<file path="src/rtl/dvg_fetch_seq_if.sv">
// Signal bundle between the vector-generator fetch sequencer and its environment
// (PC block, vector ROM, vector datapath).
interface dvg_fetch_seq_if;
    logic        go;
    logic [15:0] vram_data;
    logic        vec_ready;
    logic        latch0;
    logic        latch2;
    logic        dmapush;
    logic        dmaload;
    logic        load_pc;
    logic [11:0] count_in;
    logic        vec_valid;
    logic [3:0]  vec_op;
    logic [15:0] vec_w0;
    logic [15:0] vec_w1;
    logic        busy;
    logic        halted;
    logic        stack_err;

    modport slave (
        input  go, vram_data, vec_ready,
        output latch0, latch2, dmapush, dmaload, load_pc, count_in,
               vec_valid, vec_op, vec_w0, vec_w1, busy, halted, stack_err
    );

    modport master (
        output go, vram_data, vec_ready,
        input  latch0, latch2, dmapush, dmaload, load_pc, count_in,
               vec_valid, vec_op, vec_w0, vec_w1, busy, halted, stack_err
    );
endinterface

</file>
<file path="src/rtl/dvg_fetch_seq.sv">
// Vector-generator fetch/decode sequencer: steps the PC block, decodes ROM words,
// tracks subroutine depth and issues draw instructions over valid/ready.
module dvg_fetch_seq #(
    parameter int unsigned MEM_LAT     = 1,
    parameter logic [11:0] START_ADDR  = 12'h000,
    parameter int unsigned STACK_DEPTH = 4
) (
    input logic            clk,
    input logic            reset,
    dvg_fetch_seq_if.slave bus
);

    localparam int unsigned LAT_W   = (MEM_LAT > 1) ? $clog2(MEM_LAT) : 1;
    localparam int unsigned DEPTH_W = $clog2(STACK_DEPTH + 1);
    localparam logic [LAT_W-1:0]   LAT_INIT  = LAT_W'(MEM_LAT - 1);
    localparam logic [DEPTH_W-1:0] DEPTH_MAX = DEPTH_W'(STACK_DEPTH);

    typedef enum logic [3:0] {
        IDLE, START, WAIT0, FETCH0, DECODE, WAIT1,
        FETCH1, ISSUE, PUSH, JUMP, POP, HALTED
    } state_t;

    state_t             state_q, state_d;
    logic [LAT_W-1:0]   cnt_q, cnt_d;
    logic [DEPTH_W-1:0] depth_q, depth_d;
    logic [15:0]        ir0_q, ir0_d;
    logic [15:0]        ir1_q, ir1_d;
    logic               stack_err_q, stack_err_d;

    logic        latch0_q, latch0_d;
    logic        latch2_q, latch2_d;
    logic        dmapush_q, dmapush_d;
    logic        dmaload_q, dmaload_d;
    logic        load_pc_q, load_pc_d;
    logic [11:0] count_in_q, count_in_d;
    logic        vec_valid_q, vec_valid_d;
    logic [3:0]  vec_op_q, vec_op_d;
    logic [15:0] vec_w0_q, vec_w0_d;
    logic [15:0] vec_w1_q, vec_w1_d;
    logic        busy_q, busy_d;
    logic        halted_q, halted_d;

    always_comb begin
        state_d     = state_q;
        cnt_d       = cnt_q;
        depth_d     = depth_q;
        ir0_d       = ir0_q;
        ir1_d       = ir1_q;
        stack_err_d = stack_err_q;

        unique case (state_q)
            IDLE, HALTED: begin
                if (bus.go && !stack_err_q) begin
                    state_d = START;
                    depth_d = '0;
                end
            end
            START, JUMP, POP: begin
                state_d = WAIT0;
                cnt_d   = LAT_INIT;
            end
            WAIT0: begin
                if (cnt_q == '0) state_d = FETCH0;
                else             cnt_d   = cnt_q - 1'b1;
            end
            FETCH0: begin
                ir0_d   = bus.vram_data;
                state_d = DECODE;
            end
            DECODE: begin
                unique case (ir0_q[15:12])
                    4'hB: state_d = HALTED;
                    4'hC: begin
                        if (depth_q == DEPTH_MAX) begin
                            stack_err_d = 1'b1;
                            state_d     = HALTED;
                        end else begin
                            depth_d = depth_q + 1'b1;
                            state_d = PUSH;
                        end
                    end
                    4'hD: begin
                        if (depth_q == '0) begin
                            stack_err_d = 1'b1;
                            state_d     = HALTED;
                        end else begin
                            depth_d = depth_q - 1'b1;
                            state_d = POP;
                        end
                    end
                    4'hE: state_d = JUMP;
                    4'hF: begin
                        ir1_d   = '0;
                        state_d = ISSUE;
                    end
                    default: begin
                        state_d = WAIT1;
                        cnt_d   = LAT_INIT;
                    end
                endcase
            end
            WAIT1: begin
                if (cnt_q == '0) state_d = FETCH1;
                else             cnt_d   = cnt_q - 1'b1;
            end
            FETCH1: begin
                ir1_d   = bus.vram_data;
                state_d = ISSUE;
            end
            ISSUE: begin
                // vec_valid is high throughout ISSUE, so ready alone completes the handshake
                if (bus.vec_ready) begin
                    state_d = WAIT0;
                    cnt_d   = LAT_INIT;
                end
            end
            PUSH:    state_d = JUMP;
            default: state_d = IDLE;
        endcase
    end

    // Outputs are decoded from the next state so they are registered yet aligned with it
    always_comb begin
        latch0_d    = (state_d == FETCH0);
        latch2_d    = (state_d == FETCH1);
        dmapush_d   = (state_d == PUSH);
        dmaload_d   = (state_d == START) || (state_d == JUMP) || (state_d == POP);
        load_pc_d   = (state_d == START) || (state_d == JUMP);
        count_in_d  = '0;
        if (state_d == START)     count_in_d = START_ADDR;
        else if (state_d == JUMP) count_in_d = ir0_d[11:0];
        vec_valid_d = (state_d == ISSUE);
        vec_op_d    = vec_valid_d ? ir0_d[15:12] : '0;
        vec_w0_d    = vec_valid_d ? ir0_d : '0;
        vec_w1_d    = vec_valid_d ? ir1_d : '0;
        busy_d      = (state_d != IDLE) && (state_d != HALTED);
        halted_d    = (state_d == HALTED);
    end

    always_ff @(posedge clk or posedge reset) begin
        if (reset) begin
            state_q     <= IDLE;
            cnt_q       <= '0;
            depth_q     <= '0;
            ir0_q       <= '0;
            ir1_q       <= '0;
            stack_err_q <= 1'b0;
            latch0_q    <= 1'b0;
            latch2_q    <= 1'b0;
            dmapush_q   <= 1'b0;
            dmaload_q   <= 1'b0;
            load_pc_q   <= 1'b0;
            count_in_q  <= '0;
            vec_valid_q <= 1'b0;
            vec_op_q    <= '0;
            vec_w0_q    <= '0;
            vec_w1_q    <= '0;
            busy_q      <= 1'b0;
            halted_q    <= 1'b0;
        end else begin
            state_q     <= state_d;
            cnt_q       <= cnt_d;
            depth_q     <= depth_d;
            ir0_q       <= ir0_d;
            ir1_q       <= ir1_d;
            stack_err_q <= stack_err_d;
            latch0_q    <= latch0_d;
            latch2_q    <= latch2_d;
            dmapush_q   <= dmapush_d;
            dmaload_q   <= dmaload_d;
            load_pc_q   <= load_pc_d;
            count_in_q  <= count_in_d;
            vec_valid_q <= vec_valid_d;
            vec_op_q    <= vec_op_d;
            vec_w0_q    <= vec_w0_d;
            vec_w1_q    <= vec_w1_d;
            busy_q      <= busy_d;
            halted_q    <= halted_d;
        end
    end

    assign bus.latch0    = latch0_q;
    assign bus.latch2    = latch2_q;
    assign bus.dmapush   = dmapush_q;
    assign bus.dmaload   = dmaload_q;
    assign bus.load_pc   = load_pc_q;
    assign bus.count_in  = count_in_q;
    assign bus.vec_valid = vec_valid_q;
    assign bus.vec_op    = vec_op_q;
    assign bus.vec_w0    = vec_w0_q;
    assign bus.vec_w1    = vec_w1_q;
    assign bus.busy      = busy_q;
    assign bus.halted    = halted_q;
    assign bus.stack_err = stack_err_q;

endmodule
</file>
<file path="src/flat_wrapper.sv">
// flat-port wrapper written by rule: the top's interface ports become plain ports
module dvg_fetch_seq_flat 
#(
    parameter int unsigned MEM_LAT     = 1,
    parameter logic [11:0] START_ADDR  = 12'h000,
    parameter int unsigned STACK_DEPTH = 4
)
  (clk, reset, bus_go, bus_vram_data, bus_vec_ready, bus_latch0, bus_latch2, bus_dmapush, bus_dmaload, bus_load_pc, bus_count_in, bus_vec_valid, bus_vec_op, bus_vec_w0, bus_vec_w1, bus_busy, bus_halted, bus_stack_err);
  dvg_fetch_seq_if bus_i ();
  input logic clk;
  input logic reset;
  input wire logic [$bits(bus_i.go)-1:0] bus_go;
  input wire logic [$bits(bus_i.vram_data)-1:0] bus_vram_data;
  input wire logic [$bits(bus_i.vec_ready)-1:0] bus_vec_ready;
  output wire logic [$bits(bus_i.latch0)-1:0] bus_latch0;
  output wire logic [$bits(bus_i.latch2)-1:0] bus_latch2;
  output wire logic [$bits(bus_i.dmapush)-1:0] bus_dmapush;
  output wire logic [$bits(bus_i.dmaload)-1:0] bus_dmaload;
  output wire logic [$bits(bus_i.load_pc)-1:0] bus_load_pc;
  output wire logic [$bits(bus_i.count_in)-1:0] bus_count_in;
  output wire logic [$bits(bus_i.vec_valid)-1:0] bus_vec_valid;
  output wire logic [$bits(bus_i.vec_op)-1:0] bus_vec_op;
  output wire logic [$bits(bus_i.vec_w0)-1:0] bus_vec_w0;
  output wire logic [$bits(bus_i.vec_w1)-1:0] bus_vec_w1;
  output wire logic [$bits(bus_i.busy)-1:0] bus_busy;
  output wire logic [$bits(bus_i.halted)-1:0] bus_halted;
  output wire logic [$bits(bus_i.stack_err)-1:0] bus_stack_err;
  assign bus_i.go = bus_go;
  assign bus_i.vram_data = bus_vram_data;
  assign bus_i.vec_ready = bus_vec_ready;
  assign bus_latch0 = bus_i.latch0;
  assign bus_latch2 = bus_i.latch2;
  assign bus_dmapush = bus_i.dmapush;
  assign bus_dmaload = bus_i.dmaload;
  assign bus_load_pc = bus_i.load_pc;
  assign bus_count_in = bus_i.count_in;
  assign bus_vec_valid = bus_i.vec_valid;
  assign bus_vec_op = bus_i.vec_op;
  assign bus_vec_w0 = bus_i.vec_w0;
  assign bus_vec_w1 = bus_i.vec_w1;
  assign bus_busy = bus_i.busy;
  assign bus_halted = bus_i.halted;
  assign bus_stack_err = bus_i.stack_err;
  dvg_fetch_seq #(.MEM_LAT(MEM_LAT), .START_ADDR(START_ADDR), .STACK_DEPTH(STACK_DEPTH)) u_core (.clk(clk), .reset(reset), .bus(bus_i));
endmodule
</file>
<file path="config.mk">
export PLATFORM = sky130hd
export DESIGN_NAME = dvg_fetch_seq_flat
export DESIGN_NICKNAME = d
export VERILOG_FILES = /design/src/rtl/dvg_fetch_seq_if.sv /design/src/rtl/dvg_fetch_seq.sv /design/src/flat_wrapper.sv
export SDC_FILE = /design/constraint.sdc
export NUM_CORES = 1
export LEC_CHECK = 0
export CORE_MARGIN = 5
export CORE_UTILIZATION = 30
export CTS_BUF_LIST = sky130_fd_sc_hd__clkbuf_4
export DETAILED_ROUTE_END_ITERATION = 8
export PLACE_DENSITY = 0.61
export SYNTH_ARGS = -nofsm -noshare
export SYNTH_HDL_FRONTEND = slang
export SYNTH_SLANG_ARGS = --single-unit
</file>
<file path="constraint.sdc">
create_clock -name clk -period 4.7 [get_ports clk]
set_input_delay 1.41 -clock clk [delete_from_list [all_inputs] [get_ports clk]]
set_output_delay 1.41 -clock clk [all_outputs]
set_load 0.02 [all_outputs]
</file>
==> flow_summary.json, run 1 <==
{
  "outcome": "complete, no violations",
  "required_ns": 3.29,
  "gr-total-overflow": 0,
  "synth.most_common_cell": "dfrtp_1",
  "holdWs_ns": 0.514,
  "synth-xor-area-share_pct": 0.494,
  "viasPerCell": 4.51,
  "hold_viol": 0,
  "combPwrFrac_pct": 42.2,
  "worstPathCellList": "clkdlybuf4s50_1",
  "top_layer_used": "met4",
  "met3_length_um": 654,
  "nets": 365,
  "diodes": 0,
  "rows": 39,
  "p_leak_nw": 2.03,
  "slowest_stage": "clkdlybuf4s50_1",
  "p_total_mw": 2.88,
  "postRouteAntennaNets": 0,
  "internal_power_mw": 1.79,
  "pre_cts_slack_ns": 1.37,
  "maxCapViolations": 0,
  "crit_family": "buffers and inverters",
  "yosys-mux-area-fraction_pct": 5.18,
  "post_cts.repair.setup_buffers": 0,
  "dpl_cell_area_sq_mm": 0.00439,
  "antenna_found_initial": 0,
  "routed_wl_mm": 7.76,
  "hold_end": "u_core.ir1_q[15]",
  "p_clk_share_pct": 16.5,
  "grt_start_max_net_pins": 38,
  "worstHoldPathCells": 1,
  "port_buffers": 76,
  "core-area_sq_mm": 0.0115,
  "cts_buffer_depth": 2,
  "min_path_type": "flop to flop",
  "dr.pass1.iters": 4,
  "syn-mean-instance-area_sq_um": 13.1,
  "pin_count": 77,
  "timing.rr.end": "u_core.bus.vec_op[0]",
  "finalSetupTns_ns": 0,
  "hold_buffers": 0,
  "cts_resized": 0,
  "cts_max_level": 3,
  "netlist_top_cells_area": "dfrtp_1, mux2i_1, a22o_1",
  "n_fill_cell": 1130,
  "dp_cells": 476,
  "powerDensity_mw_per_mm2": 634,
  "finalWorstSetupSlack_ns": 1.83,
  "synthAdderAreaFrac_pct": 0.564,
  "r2r-start": "u_core.state_q[1]",
  "fin_crit_sh_pct": 61.1,
  "critPathMaxStageDelay_ns": 0.62,
  "cts.sinks": 92,
  "grt_setup_unrepaired": "false",
  "synth_cell_types": 49,
  "yosysTopAreaCell": "dfrtp_1",
  "cts_root_buffer": "clkbuf_4",
  "synth_cells": 270,
  "finish.cell_count_without_fillers": 491,
  "max_slew_margin_pct": 26.3,
  "ys_async_sr_fraction_pct": 100,
  "yosys.area_share.simple_pct": 14.6,
  "ir_drop_mv": 0.260,
  "start_util_pct": 30.8,
  "finalInstanceArea_sq_mm": 0.00454,
  "cp_num_buf_inv": 1,
  "fin_crit_ns": 2.87,
  "setup_viol": 0,
  "hpwl_mm": 5.24,
  "pwr-share-seq_pct": 41.2,
  "vias": 2213,
  "path_class": "flop to output pin",
  "r2r_slack_ns": 2.37,
  "crit_fanout": 4,
  "ys_seq_elements": 92,
  "wl_met1_mm": 3.36,
  "slew_viol_final": 0,
  "reg2regPathDepth": 4,
  "final_util_pct": 39.5,
  "clock_skew_ns": 0.0138,
  "clkTransAtPathRegs_ns": 0.14,
  "synth_seq_area_share_pct": 64.9,
  "wire_per_inst_um": 15.8,
  "grt_usage_pct": 11.6,
  "crit_arrival_ns": 1.46,
  "grt_pass1_wl_mm": 13.0,
  "fp.dieH_um": 119,
  "grt_pass1_vias": 2481,
  "max_freq_mhz": 348,
  "hold_start": "u_core.ir1_q[15]",
  "mappedNetlistArea_sq_mm": 0.00355,
  "die_area_sq_mm": 0.0141,
  "cts_made_buffers": 9,
  "synth_compound_area_share_pct": 8.71,
  "gp_congestion": 0.785,
  "wl_met2_mm": 3.68,
  "switching_power_mw": 1.09,
  "clock_latency_ns": 0.41,
  "drt_iter0_drc": 54,
  "dieWidth_um": 119,
  "yosysTopAreaCellShare_pct": 64.9,
  "synth_fp_nets": 291,
  "worst_slew_pin_slew_ns": 1.10,
  "synth_commonest_cells": "dfrtp_1, nor2_1, inv_1",
  "layout-drive-gt1-share_pct": 11.8,
  "startpoint_type": "flop",
  "drc": 0,
  "synth_top_family_by_area": "simple AND/OR/NAND/NOR gates",
  "swShare_pct": 37.9,
  "cts_tree": "built",
  "synth_edf_count": 0,
  "cp-end-kind": "output pin",
  "ys.flop_type": "dfrtp_1",
  "areaGrowthSynthToFinish_pct": 28.1,
  "yosysWarnings": 0
}
power by group through the flow:
stage | clock network [mW] | logic [mW] | registers (mW)
floorplan | 0 | 0.868 | 1.25
global placement | 0 | 1.21 | 1.20
detailed placement | 0 | 1.24 | 1.20
CTS | 0.497 | 1.25 | 1.19
global route | 0.530 | 1.35 | 1.22
finish | 0.476 | 1.22 | 1.19
cell type report:
type	instances	area [sq um]	area share (%)
Inverter	19	73.8	1.62
Tap cell	143	179	3.94
Clock buffer	9	67.6	1.49
Sequential cell	92	2300	50.7
Timing Repair Buffer	79	783	17.2
Multi-Input combinational cell	143	1050	23.1
Clock inverter	6	90.1	1.98
layer usage:
layer	vias up	track usage [%]
li1	1048	-
met1	1106	14.1
met2	53	18.9
met3	6	5.30
met4	0	2.82
met5	-	0
worst max-delay path by stage:
stage                         startpoint               endpoint  slack [ns]  cells past startpoint
floorplan                          reset        u_core.bus.busy        0.90                      1
global placement           bus_vec_ready   u_core.bus.vec_op[0]        1.37                      6
detailed placement         bus_vec_ready   u_core.bus.vec_w1[5]        1.37                      6
CTS                 u_core.bus.stack_err          bus_stack_err        1.78                      1
global route               bus_vec_ready  u_core.bus.vec_w0[10]        1.66                      6
finish              u_core.bus.stack_err          bus_stack_err        1.83                      1
flip-flops by register name, indices dropped and copies added (netlist names), 3 cells and up:
signal and flops:
u_core.ir0_q 16, u_core.state_q 4, u_core.ir1_q 16, u_core.depth_q 3, u_core.bus.vec_w0 12, u_core.bus.vec_op 4, u_core.bus.count_in 12, u_core.bus.vec_w1 16
kinds of logic (layout without fill, tap and decap cells):
family,count (synthesis),after routing
compound gates,37,37
flops,92,92
buf+inv,35,113
simple gates,85,85
xor+xnor,2,2
mux,18,18
fa+ha+maj,1,1
placed cells by master, fill, tap and decap left out, drive strengths merged, types with 2 or more instances in the layout:
cell,n
nand3,5
nand2b,5
nand2,7
clkinv,5
inv,17
o211ai,2
and3b,2
nor3b,2
clkbuf,9
or3,2
dfrtp,92
a22o,16
buf,3
clkdlybuf4s50,76
a211oi,2
nor2,29
mux2,3
nor3,3
a21o,2
mux2i,15
bufinv,2
and2,3
o21ai,5
a31oi,2
nor2b,22
No activity file was read; power rests on OpenSTA's default activity.
==> inputs of run 2 (changes only) <==
==> constraint.sdc (replaced) <==
create_clock -name clk -period 2.8 [get_ports clk]
set_input_delay 0.84 -clock clk [delete_from_list [all_inputs] [get_ports clk]]
set_output_delay 0.84 -clock clk [all_outputs]
set_load 0.02 [all_outputs]
==> run 2 against run 1 <==
Register-to-register slack worse by 1.8 ns. Clock power up 63%. Count of clock-buffer cells in the layout unchanged. Cell count up 0.61%. Die area unchanged. Power up 70%. Via count up 0.90%. Sequential share of layout area down 0.40 points. Critical path type unchanged. Non-clock buffer count up 2. First-iteration DRC count up 37%. Utilization up 0.32 points.
==> flow_summary.json, run 2 (same netlist as run 1, synthesis figures left out) <==
{
  "outcome": "complete, no violations",
  "finalSetupTns_ns": 0,
  "crit_arrival_ns": 1.50,
  "dieWidth_um": 119,
  "powerDensity_mw_per_mm2": 1070,
  "max_freq_mhz": 428,
  "start_util_pct": 30.8,
  "finish.cell_count_without_fillers": 494,
  "fin_crit_sh_pct": 83.4,
  "routed_wl_mm": 7.78,
  "hold_buffers": 0,
  "maxCapViolations": 0,
  "cts_tree": "built",
  "grt_pass1_vias": 2468,
  "worstHoldPathCells": 1,
  "viasPerCell": 4.52,
  "clock_skew_ns": 0.0163,
  "n_fill_cell": 1115,
  "dpl_cell_area_sq_mm": 0.00443,
  "max_slew_margin_pct": 51.9,
  "die_area_sq_mm": 0.0141,
  "clock_latency_ns": 0.44,
  "drt_iter0_drc": 74,
  "cts_resized": 0,
  "path_class": "flop to output pin",
  "startpoint_type": "flop",
  "gr-total-overflow": 0,
  "clkTransAtPathRegs_ns": 0.15,
  "p_total_mw": 4.90,
  "use_met3_pct": 5.78,
  "cts_root_buffer": "clkbuf_4",
  "areaGrowthSynthToFinish_pct": 29.1,
  "ir_drop_mv": 0.436,
  "grt_use_met1_pct": 14.2,
  "layout-drive-gt1-share_pct": 12.5,
  "critPathMaxStageDelay_ns": 0.62,
  "swShare_pct": 38.8,
  "dp_cells": 478,
  "grt_setup_unrepaired": "false",
  "port_buffers": 76,
  "cts_buffer_depth": 2,
  "cp_num_buf_inv": 1,
  "grt_busiest_layer": "met2",
  "hpwl_mm": 5.27,
  "finalInstanceArea_sq_mm": 0.00458,
  "grt_use_met2_pct": 18.0,
  "internal_power_mw": 3.00,
  "grt_start_max_net_pins": 93,
  "post_cts.repair.setup_buffers": 0,
  "final_cell_mix": "dfrtp_1, clkdlybuf4s50_1, nor2_1",
  "cts.sinks": 92,
  "drc": 0,
  "path_depth": 1,
  "pin_count": 77,
  "slew_viol_final": 0,
  "p_clk_share_pct": 15.8,
  "setup_viol": 0,
  "p_leak_nw": 2.04,
  "fp.dieH_um": 119,
  "grt_pass1_wl_mm": 12.9,
  "wire_per_inst_um": 15.8,
  "vias": 2233,
  "min_path_type": "flop to flop",
  "required_ns": 1.96,
  "grt_usage_pct": 11.7,
  "antenna_found_initial": 0,
  "combPwrFrac_pct": 43.6,
  "layout_commonest_cell": "dfrtp_1",
  "switching_power_mw": 1.90,
  "core-area_sq_mm": 0.0115,
  "hold_viol": 0,
  "gp_congestion": 0.724,
  "fin_crit_ns": 2.34,
  "postRouteAntennaNets": 0,
  "nets": 367,
  "cts_made_buffers": 9,
  "slowest_stage": "clkdlybuf4s50_1",
  "crit_fanout": 4,
  "worstPathCellList": "clkdlybuf4s50_1",
  "diodes": 0,
  "worst_slew_pin_slew_ns": 0.722,
  "rows": 39,
  "pwr-share-seq_pct": 40.6,
  "dr.pass1.iters": 4,
  "cts_max_level": 3,
  "crit_family": "buffers and inverters",
  "cp-end-kind": "output pin",
  "reg2regPathDepth": 5
}
[run 2: path summary, 6_finish.rpt]
| kind | from | end | slack (ns) |
|---|---|---|---|
| worst max-delay path | u_core.bus.stack_err | bus_stack_err | 0.46 |
| max in group asynchronous | reset | u_core.depth_q[1] | 1.57 |
| worst min-delay path | u_core.ir1_q[5] | u_core.ir1_q[5] | 0.51 |
| min in group asynchronous | reset | u_core.bus.count_in[7] | 0.86 |
| worst min register to register | u_core.ir1_q[5] | u_core.ir1_q[5] | 0.51 |
| worst max register to register | u_core.state_q[3] | u_core.bus.count_in[7] | 0.61 |
[run 2: through the flow]
| stage | worst slack [ns] | hold WS (ns) | util (%) |
|---|---|---|---|
| after global routing | 0.343 | 0.535 | 39.8 |
| after floorplan | 0.882 | 0.463 | - |
| after detailed placement | 0.209 | 0.482 | 38.5 |
| after CTS | 0.422 | 0.519 | 39.8 |
| after global placement | 0.269 | 0.479 | 38.5 |
| final | 0.464 | 0.515 | 39.8 |
[run 2: area by class of cell]
cell class | count | area [sq um] | share of cell area, %
Multi-Input combinational cell | 143 | 1050 | 22.9
Sequential cell | 92 | 2300 | 50.3
Inverter | 19 | 76.3 | 1.67
Tap cell | 143 | 179 | 3.91
Clock buffer | 9 | 67.6 | 1.48
Timing Repair Buffer | 81 | 823 | 18.0
Clock inverter | 7 | 83.8 | 1.83
[run 2: per-layer routing]
metal | routed length (um) | vias up
li1 | - | 1053
met1 | 3280 | 1108
met2 | 3690 | 64
met3 | 721 | 8
met4 | 95 | 0
met5 | 0 | -
[run 2: power groups by stage]
stage / combinational [mW] / clock [mW] / sequential (mW)
finish: 2.13 / 0.774 / 1.99
global route: 2.35 / 0.870 / 2.04
CTS: 2.17 / 0.802 / 1.99
detailed placement: 2.17 / 0 / 2.02
global placement: 2.13 / 0 / 2.01
floorplan: 1.46 / 0 / 2.09
